File: src/rtl/gascore_pkg.sv
// Shared types for the GASCore sample-block feeder: FSM state encoding,
// buffered beat layout and timeout counter width.
package gascore_pkg;

    localparam int GAS_DATA_W = 64;
    localparam int TIMEOUT_W  = 32;

    typedef enum logic [1:0] {
        IDLE     = 2'd0,
        SEND     = 2'd1,
        WAIT_ACK = 2'd2
    } feeder_state_t;

    typedef struct packed {
        logic [GAS_DATA_W-1:0] tdata;
        logic                  tlast;
    } beat_t;

    // Saturating increment for the 16-bit timeout event counter.
    function automatic logic [15:0] sat_inc16(input logic [15:0] value);
        return (value == 16'hFFFF) ? value : value + 16'd1;
    endfunction

endpackage

File: src/rtl/ack_gated_feeder_if.sv
// AXI-Stream beat channel (TDATA/TLAST/TVALID/TREADY) used on both sides
// of the feeder. master drives the beat, slave drives TREADY.
interface ack_gated_feeder_if #(
    parameter int DATA_WIDTH = 64
);
    logic [DATA_WIDTH-1:0] TDATA;
    logic                  TLAST;
    logic                  TVALID;
    logic                  TREADY;

    modport master (output TDATA, output TLAST, output TVALID, input  TREADY);
    modport slave  (input  TDATA, input  TLAST, input  TVALID, output TREADY);
endinterface

File: src/rtl/axis_fifo_sync.sv
// Single-clock FIFO with a registered read port: rd_data updates on the
// edge that pops, and holds its value otherwise. Pointers wrap naturally
// because DEPTH is a power of two.
module axis_fifo_sync #(
    parameter  int WIDTH   = 65,
    parameter  int DEPTH   = 16,
    localparam int PTR_W   = $clog2(DEPTH),
    localparam int LEVEL_W = PTR_W + 1
) (
    input  logic               ap_clk,
    input  logic               ap_rst_n,
    input  logic               push,
    input  logic [WIDTH-1:0]   wr_data,
    input  logic               pop,
    output logic [WIDTH-1:0]   rd_data,
    output logic               full,
    output logic               empty,
    output logic [LEVEL_W-1:0] level
);

    logic [WIDTH-1:0]   mem [DEPTH];
    logic [PTR_W-1:0]   wr_ptr;
    logic [PTR_W-1:0]   rd_ptr;
    logic [LEVEL_W-1:0] count;
    logic               do_push;
    logic               do_pop;

    assign full    = (count == LEVEL_W'(DEPTH));
    assign empty   = (count == '0);
    assign level   = count;
    assign do_pop  = pop && !empty;
    // A push while full is accepted only when the same edge frees a slot.
    assign do_push = push && (!full || do_pop);

    // Storage array write.
    // NOTE: the data array has no reset; only pointers and count define which entries are valid.
    always_ff @(posedge ap_clk) begin
        if (do_push) begin
            mem[wr_ptr] <= wr_data;
        end
    end

    // Pointer and occupancy bookkeeping.
    // NOTE: non-blocking assignments so every flop samples pre-edge values.
    always_ff @(posedge ap_clk or negedge ap_rst_n) begin
        if (!ap_rst_n) begin
            wr_ptr <= '0;
            rd_ptr <= '0;
            count  <= '0;
        end else begin
            if (do_push) wr_ptr <= wr_ptr + PTR_W'(1);
            if (do_pop)  rd_ptr <= rd_ptr + PTR_W'(1);
            case ({do_push, do_pop})
                2'b10:   count <= count + LEVEL_W'(1);
                2'b01:   count <= count - LEVEL_W'(1);
                default: count <= count;
            endcase
        end
    end

    // Registered read: the head entry is captured on the popping edge.
    always_ff @(posedge ap_clk or negedge ap_rst_n) begin
        if (!ap_rst_n) begin
            rd_data <= '0;
        end else if (do_pop) begin
            rd_data <= mem[rd_ptr];
        end
    end

endmodule

File: src/rtl/ack_gated_feeder.sv
// ack_gated_feeder: buffers an upstream AXI-Stream and releases one beat at
// a time to axis_input, holding the next beat until ack_V rises.
// Optional ACK_TIMEOUT_EN: abandon WAIT_ACK after TIMEOUT_CYCLES cycles,
// pulsing timeout_err and bumping timeout_count. Without it both are 0.
module ack_gated_feeder
    import gascore_pkg::*;
#(
    parameter  int DATA_WIDTH     = GAS_DATA_W,
    parameter  int FIFO_DEPTH     = 16,
    parameter  int TIMEOUT_CYCLES = 1024,
    localparam int LEVEL_W        = $clog2(FIFO_DEPTH) + 1
) (
    input  logic                 ap_clk,
    input  logic                 ap_rst_n,
    ack_gated_feeder_if.slave    s_axis,
    ack_gated_feeder_if.master   axis_input,
    input  logic                 ack_V,
    output logic [1:0]           state_out_V,
    output logic [LEVEL_W-1:0]   fifo_level,
    output logic                 timeout_err,
    output logic [15:0]          timeout_count
);

    feeder_state_t state;
    feeder_state_t next_state;
    beat_t         wr_beat;
    beat_t         rd_beat;
    logic          ready_q;
    logic          fifo_full;
    logic          fifo_empty;
    logic          push;
    logic          pop;
    logic          send_valid;
    logic          ack_q;
    logic          ack_pend;
    logic          ack_rise;
    logic          ack_hit;
    logic          handshake;
    logic          timeout_hit;

    // Upstream side: ready is held low until the first edge after reset.
    assign s_axis.TREADY = ready_q && !fifo_full;
    assign push          = s_axis.TVALID && s_axis.TREADY;
    assign wr_beat       = '{tdata: s_axis.TDATA, tlast: s_axis.TLAST};

    assign ack_rise  = ack_V && !ack_q;
    assign ack_hit   = ack_rise || ack_pend;
    assign handshake = (state == SEND) && axis_input.TREADY;

    // The FIFO's registered read port doubles as the output beat register.
    axis_fifo_sync #(
        .WIDTH (($bits(beat_t))),
        .DEPTH (FIFO_DEPTH)
    ) u_fifo (
        .ap_clk   (ap_clk),
        .ap_rst_n (ap_rst_n),
        .push     (push),
        .wr_data  (wr_beat),
        .pop      (pop),
        .rd_data  (rd_beat),
        .full     (fifo_full),
        .empty    (fifo_empty),
        .level    (fifo_level)
    );

    assign axis_input.TDATA  = rd_beat.tdata[DATA_WIDTH-1:0];
    assign axis_input.TLAST  = rd_beat.tlast;
    assign axis_input.TVALID = send_valid;
    assign state_out_V       = state;

    // Upstream-ready enable, one cycle after reset release.
    always_ff @(posedge ap_clk or negedge ap_rst_n) begin
        if (!ap_rst_n) ready_q <= 1'b0;
        else           ready_q <= 1'b1;
    end

    // Ack edge detect; a rise coinciding with the handshake is kept for WAIT_ACK.
    always_ff @(posedge ap_clk or negedge ap_rst_n) begin
        if (!ap_rst_n) begin
            ack_q    <= 1'b0;
            ack_pend <= 1'b0;
        end else begin
            ack_q <= ack_V;
            if (handshake && ack_rise) ack_pend <= 1'b1;
            else if (state == WAIT_ACK) ack_pend <= 1'b0;
        end
    end

    // FSM state register.
    always_ff @(posedge ap_clk or negedge ap_rst_n) begin
        if (!ap_rst_n) state <= IDLE;
        else           state <= next_state;
    end

    // FSM next-state logic.
    // NOTE: default assignment first so no path leaves next_state unassigned (no latch).
    always_comb begin
        next_state = state;
        case (state)
            IDLE:     if (!fifo_empty)                next_state = SEND;
            SEND:     if (axis_input.TREADY)          next_state = WAIT_ACK;
            WAIT_ACK: if (ack_hit || timeout_hit)     next_state = IDLE;
            default:                                  next_state = IDLE;
        endcase
    end

    // FSM outputs: pop in IDLE, present the beat in SEND.
    always_comb begin
        pop        = (state == IDLE) && !fifo_empty;
        send_valid = (state == SEND);
    end

`ifdef ACK_TIMEOUT_EN
    logic [TIMEOUT_W-1:0] wait_cnt;

    // An ack in the expiring cycle takes priority over the timeout.
    assign timeout_hit = (state == WAIT_ACK) && !ack_hit &&
                         (wait_cnt == TIMEOUT_W'(TIMEOUT_CYCLES - 1));

    // Cycles spent in WAIT_ACK; zero in the first WAIT_ACK cycle.
    always_ff @(posedge ap_clk or negedge ap_rst_n) begin
        if (!ap_rst_n)              wait_cnt <= '0;
        else if (state != WAIT_ACK) wait_cnt <= '0;
        else                        wait_cnt <= wait_cnt + TIMEOUT_W'(1);
    end

    // Timeout pulse and saturating event count.
    always_ff @(posedge ap_clk or negedge ap_rst_n) begin
        if (!ap_rst_n) begin
            timeout_err   <= 1'b0;
            timeout_count <= '0;
        end else begin
            timeout_err <= timeout_hit;
            if (timeout_hit) timeout_count <= sat_inc16(timeout_count);
        end
    end
`else
    assign timeout_hit   = 1'b0;
    assign timeout_err   = 1'b0;
    assign timeout_count = '0;
`endif

endmodule

File: src/flat_wrapper.sv
// flat-port wrapper written by rule: the top's interface ports become plain ports
module ack_gated_feeder_flat import gascore_pkg::*;
#(
    parameter  int DATA_WIDTH     = GAS_DATA_W,
    parameter  int FIFO_DEPTH     = 16,
    parameter  int TIMEOUT_CYCLES = 1024,
    localparam int LEVEL_W        = $clog2(FIFO_DEPTH) + 1
)
  (ap_clk, ap_rst_n, ack_V, state_out_V, fifo_level, timeout_err, timeout_count, s_axis_TDATA, s_axis_TLAST, s_axis_TVALID, s_axis_TREADY, axis_input_TDATA, axis_input_TLAST, axis_input_TVALID, axis_input_TREADY);
  ack_gated_feeder_if #(.DATA_WIDTH(DATA_WIDTH)) s_axis_i ();
  ack_gated_feeder_if #(.DATA_WIDTH(DATA_WIDTH)) axis_input_i ();
  input  logic ap_clk;
  input  logic ap_rst_n;
  input  logic ack_V;
  output logic [1:0] state_out_V;
  output logic [LEVEL_W-1:0] fifo_level;
  output logic timeout_err;
  output logic [15:0] timeout_count;
  input wire logic [$bits(s_axis_i.TDATA)-1:0] s_axis_TDATA;
  input wire logic [$bits(s_axis_i.TLAST)-1:0] s_axis_TLAST;
  input wire logic [$bits(s_axis_i.TVALID)-1:0] s_axis_TVALID;
  output wire logic [$bits(s_axis_i.TREADY)-1:0] s_axis_TREADY;
  output wire logic [$bits(axis_input_i.TDATA)-1:0] axis_input_TDATA;
  output wire logic [$bits(axis_input_i.TLAST)-1:0] axis_input_TLAST;
  output wire logic [$bits(axis_input_i.TVALID)-1:0] axis_input_TVALID;
  input wire logic [$bits(axis_input_i.TREADY)-1:0] axis_input_TREADY;
  assign s_axis_i.TDATA = s_axis_TDATA;
  assign s_axis_i.TLAST = s_axis_TLAST;
  assign s_axis_i.TVALID = s_axis_TVALID;
  assign s_axis_TREADY = s_axis_i.TREADY;
  assign axis_input_TDATA = axis_input_i.TDATA;
  assign axis_input_TLAST = axis_input_i.TLAST;
  assign axis_input_TVALID = axis_input_i.TVALID;
  assign axis_input_i.TREADY = axis_input_TREADY;
  ack_gated_feeder #(.DATA_WIDTH(DATA_WIDTH), .FIFO_DEPTH(FIFO_DEPTH), .TIMEOUT_CYCLES(TIMEOUT_CYCLES)) u_core (.ap_clk(ap_clk), .ap_rst_n(ap_rst_n), .s_axis(s_axis_i), .axis_input(axis_input_i), .ack_V(ack_V), .state_out_V(state_out_V), .fifo_level(fifo_level), .timeout_err(timeout_err), .timeout_count(timeout_count));
endmodule
File: config.mk
export PLATFORM = sky130hd
export DESIGN_NAME = ack_gated_feeder_flat
export DESIGN_NICKNAME = d
export VERILOG_FILES = /design/src/rtl/gascore_pkg.sv /design/src/rtl/ack_gated_feeder_if.sv /design/src/rtl/axis_fifo_sync.sv /design/src/rtl/ack_gated_feeder.sv /design/src/flat_wrapper.sv
export SDC_FILE = /design/constraint.sdc
export NUM_CORES = 1
export LEC_CHECK = 0
export CORE_ASPECT_RATIO = 2
export CORE_MARGIN = 5
export CORE_UTILIZATION = 35
export DETAILED_ROUTE_END_ITERATION = 8
export PLACE_DENSITY_LB_ADDON = 0.08
export SETUP_SLACK_MARGIN = 0.1
export SLEW_MARGIN = 20
export SYNTH_ARGS = -nofsm -noshare
export SYNTH_HDL_FRONTEND = slang
export SYNTH_SLANG_ARGS = --single-unit
File: constraint.sdc
create_clock -name ap_clk -period 6.55 [get_ports ap_clk]
set_input_delay 0.655 -clock ap_clk [delete_from_list [all_inputs] [get_ports ap_clk]]
set_output_delay 0.655 -clock ap_clk [all_outputs]
set_load 0.02 [all_outputs]
==> flow_summary_export.csv, run 1 <==
group,metric,value,unit
run_status,outcome,"finished clean",
clock_network,insertion_delay,700,ps
clock_network,cts-htree-levels,3,
place,gp_congestion,0.7235,
layout,fin_nets,2124,
sta,final_max_slew_viol_count,0,
yosys,yosys_register_bits,1123,
detailed_routing,routed-via-count,19280,
critical_path,r2r-start,"u_core.u_fifo.level[2]",
sta,grt_setup_unrepaired,"no",
layout,final_common_cell,"edfxtp_1",
yosys,syn_avg_cell_area,22.85,um2
sta,post-route-period-util,0.5199,
place,numPlacedInstances,3489,
critical_path,startpoint,"u_core.u_fifo.level[2]",
flow_run,maxCapViolCount,0,
place,dp_hpwl,61090,um
floorplan,die_h,502.6,um
floorplan,io_pins,161,
detailed_routing,ant_nets,0,
yosys,async_flop_share,0.07391,
grt,grt_pass1_vias,21600,
layout,drive_gt1_frac,0.2738,
layout,nFillCells,10570,
yosys,synth_edf_count,1040,
yosys,ys.flop_type,"edfxtp_1",
layout,final_cell_mix,"edfxtp_1, mux4_2, clkdlybuf4s50_1",
floorplan,dieArea,0.1288,mm2
sta,clock_skew,24.48,ps
worst_hold_path,hold_path.class,"in -> async",
floorplan,row_count,180,
power,power,0.02121,W
clock_network,numCtsBuffers,101,
sta,holdWs,482.3,ps
sta,setup_viol,0,
yosys,ys_seq_area_frac,0.7845,
detailed_routing,route.detailed.drc,0,
detailed_routing,finalWirelength,106700,um
sta,tightest_slew,1105,ps
detailed_routing,viasPerCell,5.238,
clock_network,cts_tree,"built",
clock_network,clock_sinks,1123,
floorplan,core,0.1205,mm2
grt,grt_max_degree,119,
critical_path,required,7100,ps
power,power.density,431.2,mW/mm2
floorplan,die_w,256.3,um
sta,setup-tns-final,0,ps
yosys,synth_warnings,0,
detailed_routing,drtIter0Drc,1095,
sta,fmax,293.7,MHz
yosys,synth_area,0.04246,mm2
yosys,syn_inst,1858,
clock_network,cts.reportedPaths.clkPinSlew,60,ps
layout,syn_to_final_growth,15.86,%
critical_path,cp.arrival,3960,ps
floorplan,initial_utilization,0.3524,
sta,finalHoldViolCount,0,
critical_path,cp-end-kind,"flop",
clock_network,cts-root-buf,"clkbuf_16",
critical_path,worstPathMaxFanout,9,
sta,slew_headroom,0.2633,
yosys,ys_types,38,
power,max-vdd-ir-drop,478.8,uV
clock_network,cts.path.max_buffers,3,
place,port_buffers,143,
grt,grt_antenna_before_repair,3,
critical_path,startpoint_type,"flop",
sta,fin_crit,3405,ps
grt,grt_pass1_wl,154800,um
detailed_routing,dr.pass1.iters,4,
critical_path,critical_path_class,"reg -> reg",
layout,stdcell_count,3681,
detailed_routing,detail_route.wl_per_cell,28.98,um
grt,grt.total_usage,0.1649,
grt,grt_overflow,0,
power,leakagePower,15.34,nW
[timing repair]
action	in CTS	in global routing
endpoints found under the hold margin	36	0
hold buffers	1	0
resized for setup	0	0
buffers inserted	0	0
[flip-flops by register name (all words and copies together), names as in the netlist]
signal and count:
u_core.u_fifo.mem 1040, u_core.u_fifo.rd_data 65, u_core.u_fifo.level 5, u_core.u_fifo.rd_ptr 4, u_core.u_fifo.wr_ptr 4, u_core.state_out_V 2, u_core.ack_pend 1, u_core.ack_q 1
u_core.ready_q 1
[through the flow]
stage	worst slack, ps	instance area, um2	utilization
after global routing	2997	49190	0.4082
after floorplan	396.1	42520	-
after detailed placement	2970	45720	0.3794
after CTS	3139	49190	0.4082
final	3145	49190	0.4082
after global placement	2859	45720	0.3794
[where the power goes]
part	switching (W)	internal (W)	total (W)	leakage, nW
clock network	0.00264	0.00355	0.00618	1.70
registers	0.000514	0.00844	0.00896	10.3
logic	0.00329	0.00278	0.00607	3.35
total	0.00644	0.0148	0.0212	15.3
[per-layer routing]
layer / GRT usage / part of all wire
met2: 0.3132 / 0.56
met1: 0.1915 / 0.39
met3: 0.02226 / 0.029
met4: 0.05493 / 0.028
met5: 0 / 0.00012
[final cells by class]
class                   instances  area, um2  share of cell area
well taps                    1547       1936             0.03935
clock inverters                59      646.9             0.01315
flip-flops and latches       1123      33320              0.6773
multi-input cells             621       8588              0.1746
repair buffers                193       1861             0.03782
clock buffers                 131       2815             0.05723
inverters                       6      22.52           0.0004579
diodes                          1      2.502          0.00005087
[critical path, cell delays in order, from the launching register on]
cell and delay [ps]:
dfrtp_1 460, or4_4 610, o211a_1 410, inv_1 150
ha_1 330, xor2_1 120, ha_1 240, or3b_2 460
a211oi_1 270, o21bai_1 120, xnor2_1 130
[kinds of logic (layout without fill, tap and decap cells)]
kind of cell,Yosys count,count (layout),synth area share
AOI/OAI and AO/OA,211,211,0.03150
xor gates and xnor gates,12,12,0.002476
adders and majority gates,8,8,0.002358
buffers and inverters,130,389,0.01783
DFF,1123,1123,0.7845
muxes,327,327,0.1557
other,2,19,0.0001769
and+or+nand+nor,45,45,0.005452
[synth_stat cells, types with 2 or more instances]
master,count,area share
buf_6,15,0.0040
xor2_1,5,0.0010
o21ai_0,5,0.00059
a21oi_1,44,0.0052
nand3b_1,3,0.00053
nor3_1,6,0.00071
conb_1,2,0.00018
ha_1,8,0.0024
xnor2_1,7,0.0014
nand2_1,8,0.00071
mux4_2,260,0.14
dfrtp_1,83,0.049
a21oi_2,24,0.0050
nand2b_1,5,0.00074
inv_1,6,0.00053
buf_2,32,0.0038
o21a_1,2,0.00035
nor2b_1,2,0.00029
o22ai_1,130,0.019
mux2_2,67,0.018
nand4_1,2,0.00029
buf_1,3,0.00027
nor2_1,14,0.0012
buf_4,30,0.0053
edfxtp_1,1040,0.74
clkbuf_1,43,0.0038
[worst paths after layout]
kind | endpoint | slack [ps] | cells past startpoint
hold reg to reg | u_core.state_out_V[1] | 490 | 1
setup / recovery | u_core.u_fifo.level[4] | 3140 | 10
hold / removal | u_core.u_fifo.rd_data[32] | 480 | 2
max in group asynchronous | u_core.u_fifo.rd_ptr[3] | 4740 | 3
setup reg to reg | u_core.u_fifo.level[4] | 3140 | 10
min in group ap_clk | u_core.ack_q | 490 | 1
No activity file was read; power rests on OpenSTA's default activity.
==> run 2, diff against run 1 <==
==> constraint.sdc (replaced) <==
create_clock -name ap_clk -period 3.5 [get_ports ap_clk]
set_input_delay 0.35 -clock ap_clk [delete_from_list [all_inputs] [get_ports ap_clk]]
set_output_delay 0.35 -clock ap_clk [all_outputs]
set_load 0.02 [all_outputs]
==> run 2 against run 1 <==
Compared with the run above:
- worst hold slack got worse by 320 ps
- final cell count up 0.92%
- wire length grew 4.4%
- design area up 1.1%
- clock skew increased by 13 ps
- maximum frequency increased by 6.3%
- largest cell class unchanged
- highest routed layer unchanged
- non-clock buffer count rose by 39
- clock power rose by 83%
- critical path depth stayed put
==> flow_summary_export.csv, run 2 (same netlist as run 1, synthesis figures left out) <==
group,metric,value,unit
critical_path,worstPathMaxFanout,7,
grt,grt_max_degree,128,
floorplan,initial_utilization,0.3524,
power,leakagePower,15.57,nW
sta,fmax,312.0,MHz
clock_network,cts.reportedPaths.clkPinSlew,70,ps
flow_run,maxCapViolCount,0,
floorplan,core,0.1205,mm2
floorplan,io_pins,161,
run_status,outcome,"finished clean",
detailed_routing,drtIter0Drc,1298,
power,max-vdd-ir-drop,780.6,uV
clock_network,cts-root-buf,"clkbuf_16",
place,port_buffers,143,
critical_path,cp.arrival,3780,ps
critical_path,r2r-start,"u_core.u_fifo.level[2]",
sta,finalHoldViolCount,0,
clock_network,numCtsBuffers,99,
critical_path,required,4070,ps
detailed_routing,detail_route.wl_per_cell,29.99,um
clock_network,post_cts.repair.setup_buffers,0,
critical_path,startpoint_type,"flop",
power,power.density,800.2,mW/mm2
power,power,0.03981,W
critical_path,regToRegSetupSlack,300,ps
detailed_routing,ant_nets,0,
place,dp_hpwl,58130,um
worst_hold_path,hold_path.class,"in -> reg",
sta,clock_skew,36.98,ps
layout,fin_nets,2161,
layout,final_cell_mix,"edfxtp_1, mux4_2, clkdlybuf4s50_1",
worst_hold_path,min_from,"ack_V",
sta,fin_crit,3205,ps
critical_path,cp-end-kind,"flop",
grt,grt_overflow,0,
clock_network,clock_sinks,1123,
sta,worst_slack,295.2,ps
layout,max_flop_register,"u_core.u_fifo.mem",
grt,grt_pass1_wl,160200,um
worst_hold_path,hold_end,"u_core.ack_q",
floorplan,die_h,502.6,um
detailed_routing,viasPerCell,5.272,
clock_network,insertion_delay,690,ps
sta,final_max_slew_viol_count,0,
clock_network,cts_tree,"built",
worst_hold_path,hold_depth,1,
layout,nFillCells,10440,
sta,setup-tns-final,0,ps
critical_path,critical_path_class,"reg -> reg",
floorplan,row_count,180,
grt,grt.total_usage,0.1724,
layout,drive_gt1_frac,0.2833,
critical_path,reg2reg_depth,10,
grt,grt_pass1_vias,21650,
place,gp_congestion,0.7057,
grt,grt_antenna_before_repair,11,
layout,post-route-util,0.4129,
sta,setup_viol,0,
place,post-place-ws,307.8,ps
floorplan,dieArea,0.1288,mm2
detailed_routing,dr.pass1.iters,5,
clock_network,cts.path.max_buffers,3,
critical_path,rr_endpoint,"u_core.u_fifo.level[4]",
sta,grt_setup_unrepaired,"no",
floorplan,die_w,256.3,um
sta,tightest_slew,969.9,ps
detailed_routing,finalWirelength,111400,um
detailed_routing,routed-via-count,19590,
layout,largest_register_ffs,1040,
layout,syn_to_final_growth,17.18,%
layout,final_common_cell,"edfxtp_1",
detailed_routing,route.detailed.drc,0,
clock_network,cts-htree-levels,3,
sta,slew_headroom,0.3534,
sta,post-route-period-util,0.9157,
run 2: final cells by class:
cell class	count	area (um2)	share of cell area
antenna	4	10.01	0.0002012
clock buffer	155	2949	0.05928
clock inverter	27	399.1	0.008023
inverter	6	22.52	0.0004527
multi-input combinational	621	8613	0.1731
sequential	1123	33320	0.6697
tap	1547	1936	0.03891
timing repair buffer	232	2504	0.05032
run 2: timing repair:
| item | 4_1_cts | 5_1_grt |
|---|---|---|
| hold endpoints to repair | 60 | 0 |
| gates resized for setup | 0 | 0 |
| hold buffers | 1 | 0 |
run 2: power by group:
part           internal, W  total [W]  switching [W]
clock              0.00652     0.0113        0.00481
sequential          0.0158     0.0166       0.000842
combinational      0.00555     0.0118        0.00630
run 2: metal layers:
layer  wire length (um)  up-vias  GRT usage
met5                 46        -          0
met4               1938        8    0.04116
met3               4165      124    0.02628
met2              60280      392     0.3180
met1              44970    10770     0.2141
li1                   -     8292          -
run 2: worst max-delay path by stage:
stage / startpoint / end / slack (ps) / depth (start not counted)
CTS: u_core.u_fifo.level[2] / u_core.u_fifo.level[4] / 290 / 10
global placement: u_core.u_fifo.level[2] / u_core.u_fifo.level[4] / 330 / 10
global route: u_core.u_fifo.level[2] / u_core.u_fifo.level[4] / 170 / 10
detailed placement: u_core.u_fifo.level[2] / u_core.u_fifo.level[4] / 310 / 10
floorplan: u_core.u_fifo.level[2] / u_core.u_fifo.mem[11][0] / -910 / 5
finish: u_core.u_fifo.level[2] / u_core.u_fifo.level[4] / 300 / 10
run 2: metrics by stage:
| stage | hold WS [ps] | instances | instance area [um2] |
|---|---|---|---|
| 3_3_place_gp | 457.9 | 3528 | 46380 |
| 5_1_grt | 131.5 | 3712 | 49740 |
| 3_5_place_dp | 511.7 | 3528 | 46380 |
| 4_1_cts | 93.93 | 3711 | 49740 |
| 6_report | 159.9 | 3715 | 49750 |
| 2_1_floorplan | 54.41 | 1874 | 42560 |
run 2: worst max-delay path, stage by stage (launching register included):
cell	delay [ps]
dfrtp_1	470
or4_4	610
o211a_1	250
inv_1	100
ha_1	310
xor2_1	110
ha_1	240
or3b_2	480
a211oi_1	270
o21bai_1	120
xnor2_1	130
==> run 3, diff against run 2 <==
--- a/config.mk
+++ b/config.mk
@@ -8,6 +8,7 @@
 export CORE_ASPECT_RATIO = 2
 export CORE_MARGIN = 5
 export CORE_UTILIZATION = 35
+export CTS_BUF_LIST = sky130_fd_sc_hd__clkbuf_16
 export DETAILED_ROUTE_END_ITERATION = 8
 export PLACE_DENSITY_LB_ADDON = 0.08
 export SETUP_SLACK_MARGIN = 0.1
==> constraint.sdc (replaced) <==
create_clock -name ap_clk -period 2.8 [get_ports ap_clk]
set_input_delay 0.28 -clock ap_clk [delete_from_list [all_inputs] [get_ports ap_clk]]
set_output_delay 0.28 -clock ap_clk [all_outputs]
set_load 0.02 [all_outputs]
==> run 3 against run 2 <==
Compared with the run above:
- register-to-register slack worse by 140 ps
- final cell count up 0.83%
- design area up 1.2%
- sequential power up 25%
- die area unchanged
- global-route usage up 0.19 points
- worst hold slack better by 7.4 ps
- critical path type unchanged
- largest cell class unchanged
- first-iteration DRC count down 14%
- utilization up 0.49 points
- sequential cell count unchanged
- critical path depth down 1
- critical endpoint unchanged
==> flow_summary_export.csv, run 3 (same netlist as run 1, synthesis figures left out) <==
group,metric,value,unit
run_status,outcome,"finished clean",
clock_network,cts-htree-levels,3,
critical_path,cp-end-kind,"flop",
power,max-vdd-ir-drop,572.1,uV
clock_network,clock_sinks,1123,
sta,post-route-period-util,0.9450,
layout,max_flop_register,"u_core.u_fifo.mem",
sta,setup-tns-final,0,ps
place,port_buffers,143,
worst_hold_path,hold_path.class,"in -> async",
power,clkPwrFrac,0.280,
sta,fmax,377.9,MHz
critical_path,worstPathMaxFanout,4,
sta,setup_viol,0,
sta,slew_headroom,0.4087,
floorplan,row_count,180,
critical_path,cp.arrival,3220,ps
detailed_routing,drtIter0Drc,1121,
sta,tightest_slew,886.9,ps
sta,final_max_slew_viol_count,0,
grt,grt.total_usage,0.1743,
grt,grt_max_degree,79,
grt,grt_pass1_wl,162700,um
power,switchingPower,0.01529,W
detailed_routing,detail_route.wl_per_cell,30.03,um
clock_network,cts.reportedPaths.clkPinSlew,60,ps
critical_path,startpoint_type,"flop",
sta,fin_crit,2646,ps
clock_network,insertion_delay,700,ps
layout,fin_nets,2187,
power,leakagePower,15.85,nW
flow_run,maxCapViolCount,0,
grt,grt_antenna_before_repair,8,
grt,grt_pass1_vias,22000,
layout,syn_to_final_growth,18.58,%
layout,final_cell_mix,"edfxtp_1, mux4_2, clkdlybuf4s50_1",
power,combPwrFrac,0.308,
critical_path,reg2reg_depth,9,
critical_path,critical_path_class,"reg -> reg",
floorplan,initial_utilization,0.3524,
detailed_routing,viasPerCell,5.268,
floorplan,io_pins,161,
detailed_routing,ant_nets,0,
power,power.density,998.0,mW/mm2
detailed_routing,route.detailed.drc,0,
power,p_sw_frac,0.3044,
floorplan,core,0.1205,mm2
layout,final_common_cell,"edfxtp_1",
power,power,0.05024,W
detailed_routing,dr.pass1.iters,5,
power,seq_power_share,0.412,
sta,clock_skew,19.36,ps
critical_path,required,3370,ps
floorplan,dieArea,0.1288,mm2
layout,drive_gt1_frac,0.2943,
layout,largest_register_ffs,1040,
clock_network,cts_tree,"built",
place,gp_congestion,0.7064,
clock_network,cts.path.max_buffers,3,
grt,grt_overflow,0,
floorplan,die_w,256.3,um
power,p_int,0.03495,W
critical_path,cp_slowest_cell,"or4_4",
clock_network,cts-root-buf,"clkbuf_16",
critical_path,crit_chain,"or4_4 -> o21a_4 -> ha_4 -> xor2_2 -> ha_2 -> or3b_4 -> a211oi_2 -> o21bai_1 -> xnor2_1",
sta,grt_setup_unrepaired,"yes",
clock_network,numCtsBuffers,102,
critical_path,r2r-start,"u_core.u_fifo.level[1]",
critical_path,startpoint,"u_core.u_fifo.level[1]",
detailed_routing,finalWirelength,112500,um
place,dp_hpwl,63310,um
detailed_routing,routed-via-count,19730,
sta,finalHoldViolCount,0,
critical_path,max_stage_delay,560,ps
floorplan,die_h,502.6,um
==> run 3: changes by cell type in the layout (fill, tap and decap cells not counted), moves of 5 or more <==
cell	previous run	this run
buf_12	32	61
buf_4	56	49
clkbuf_1	31	0
clkbuf_16	100	106
clkbuf_8	24	0
clkinv_1	3	20
clkinv_2	11	16
clkinvlp_4	1	8
inv_1	6	27
==> run 3: critical path, delay by kind of cell (launching register included) <==
kind                       cells  cell delay (ps)
xor gates and xnor gates       2              290
DFF                            1              400
AOI/OAI and AO/OA              3              560
and+or+nand+nor                2              930
adders and majority gates      2              360
==> run 3: timing repair <==
item / 4_1_cts / 5_1_grt
pin swaps: 0 / 7
hold buffers: 2 / 0
resized for setup: 3 / 5
setup buffers: 0 / 2
endpoints found under the setup margin: 2 / 2
endpoints found under the hold margin: 44 / 0
==> run 3: power groups by stage <==
stage,clock [W],combinational [W],sequential (W)
2_1_floorplan,0,0.00968,0.0212
3_3_place_gp,0,0.0158,0.0211
3_5_place_dp,0,0.0159,0.0211
4_1_cts,0.0146,0.0160,0.0207
5_1_grt,0.0152,0.0166,0.0208
6_report,0.0141,0.0155,0.0207
==> run 3: metal layers <==
metal | up-vias | track usage | share of wire
li1 | 8361 | - | -
met1 | 10910 | 0.2072 | 0.39
met2 | 346 | 0.3330 | 0.56
met3 | 117 | 0.02201 | 0.030
met4 | 4 | 0.04618 | 0.018
met5 | - | 0 | 0.00024
==> run 3: metrics by stage <==
step | std cells | instance area, um2 | setup slack (ps) | hold slack [ps] | utilization
after global placement | 3548 | 46920 | -63.64 | 331.8 | 0.3894
after global routing | 3743 | 50340 | 70.80 | 194.3 | 0.4178
after floorplan | 1874 | 42630 | -474.9 | -15.59 | -
after detailed placement | 3548 | 46920 | 38.13 | 335.6 | 0.3894
after CTS | 3740 | 50300 | 44.53 | 153.6 | 0.4174
final | 3746 | 50340 | 154.0 | 167.3 | 0.4178
==> run 3: path summary, 6_finish.rpt <==
path | to | slack (ps)
worst min register to register | u_core.state_out_V[1] | 520
worst min-delay path | u_core.u_fifo.rd_data[29] | 170
min in group ap_clk | u_core.state_out_V[1] | 260
worst max-delay path | u_core.u_fifo.level[4] | 150
max in group asynchronous | u_core.u_fifo.rd_data[53] | 1860
worst max register to register | u_core.u_fifo.level[4] | 150
==> run 3: cell type report <==
class	count	area (um2)
multi-input combinational	621	8662
tap	1547	1936
clock buffer	106	2653
inverter	6	22.52
timing repair buffer	255	3040
antenna	4	10.01
sequential	1123	33320
fill	10430	70150
clock inverter	84	696.9
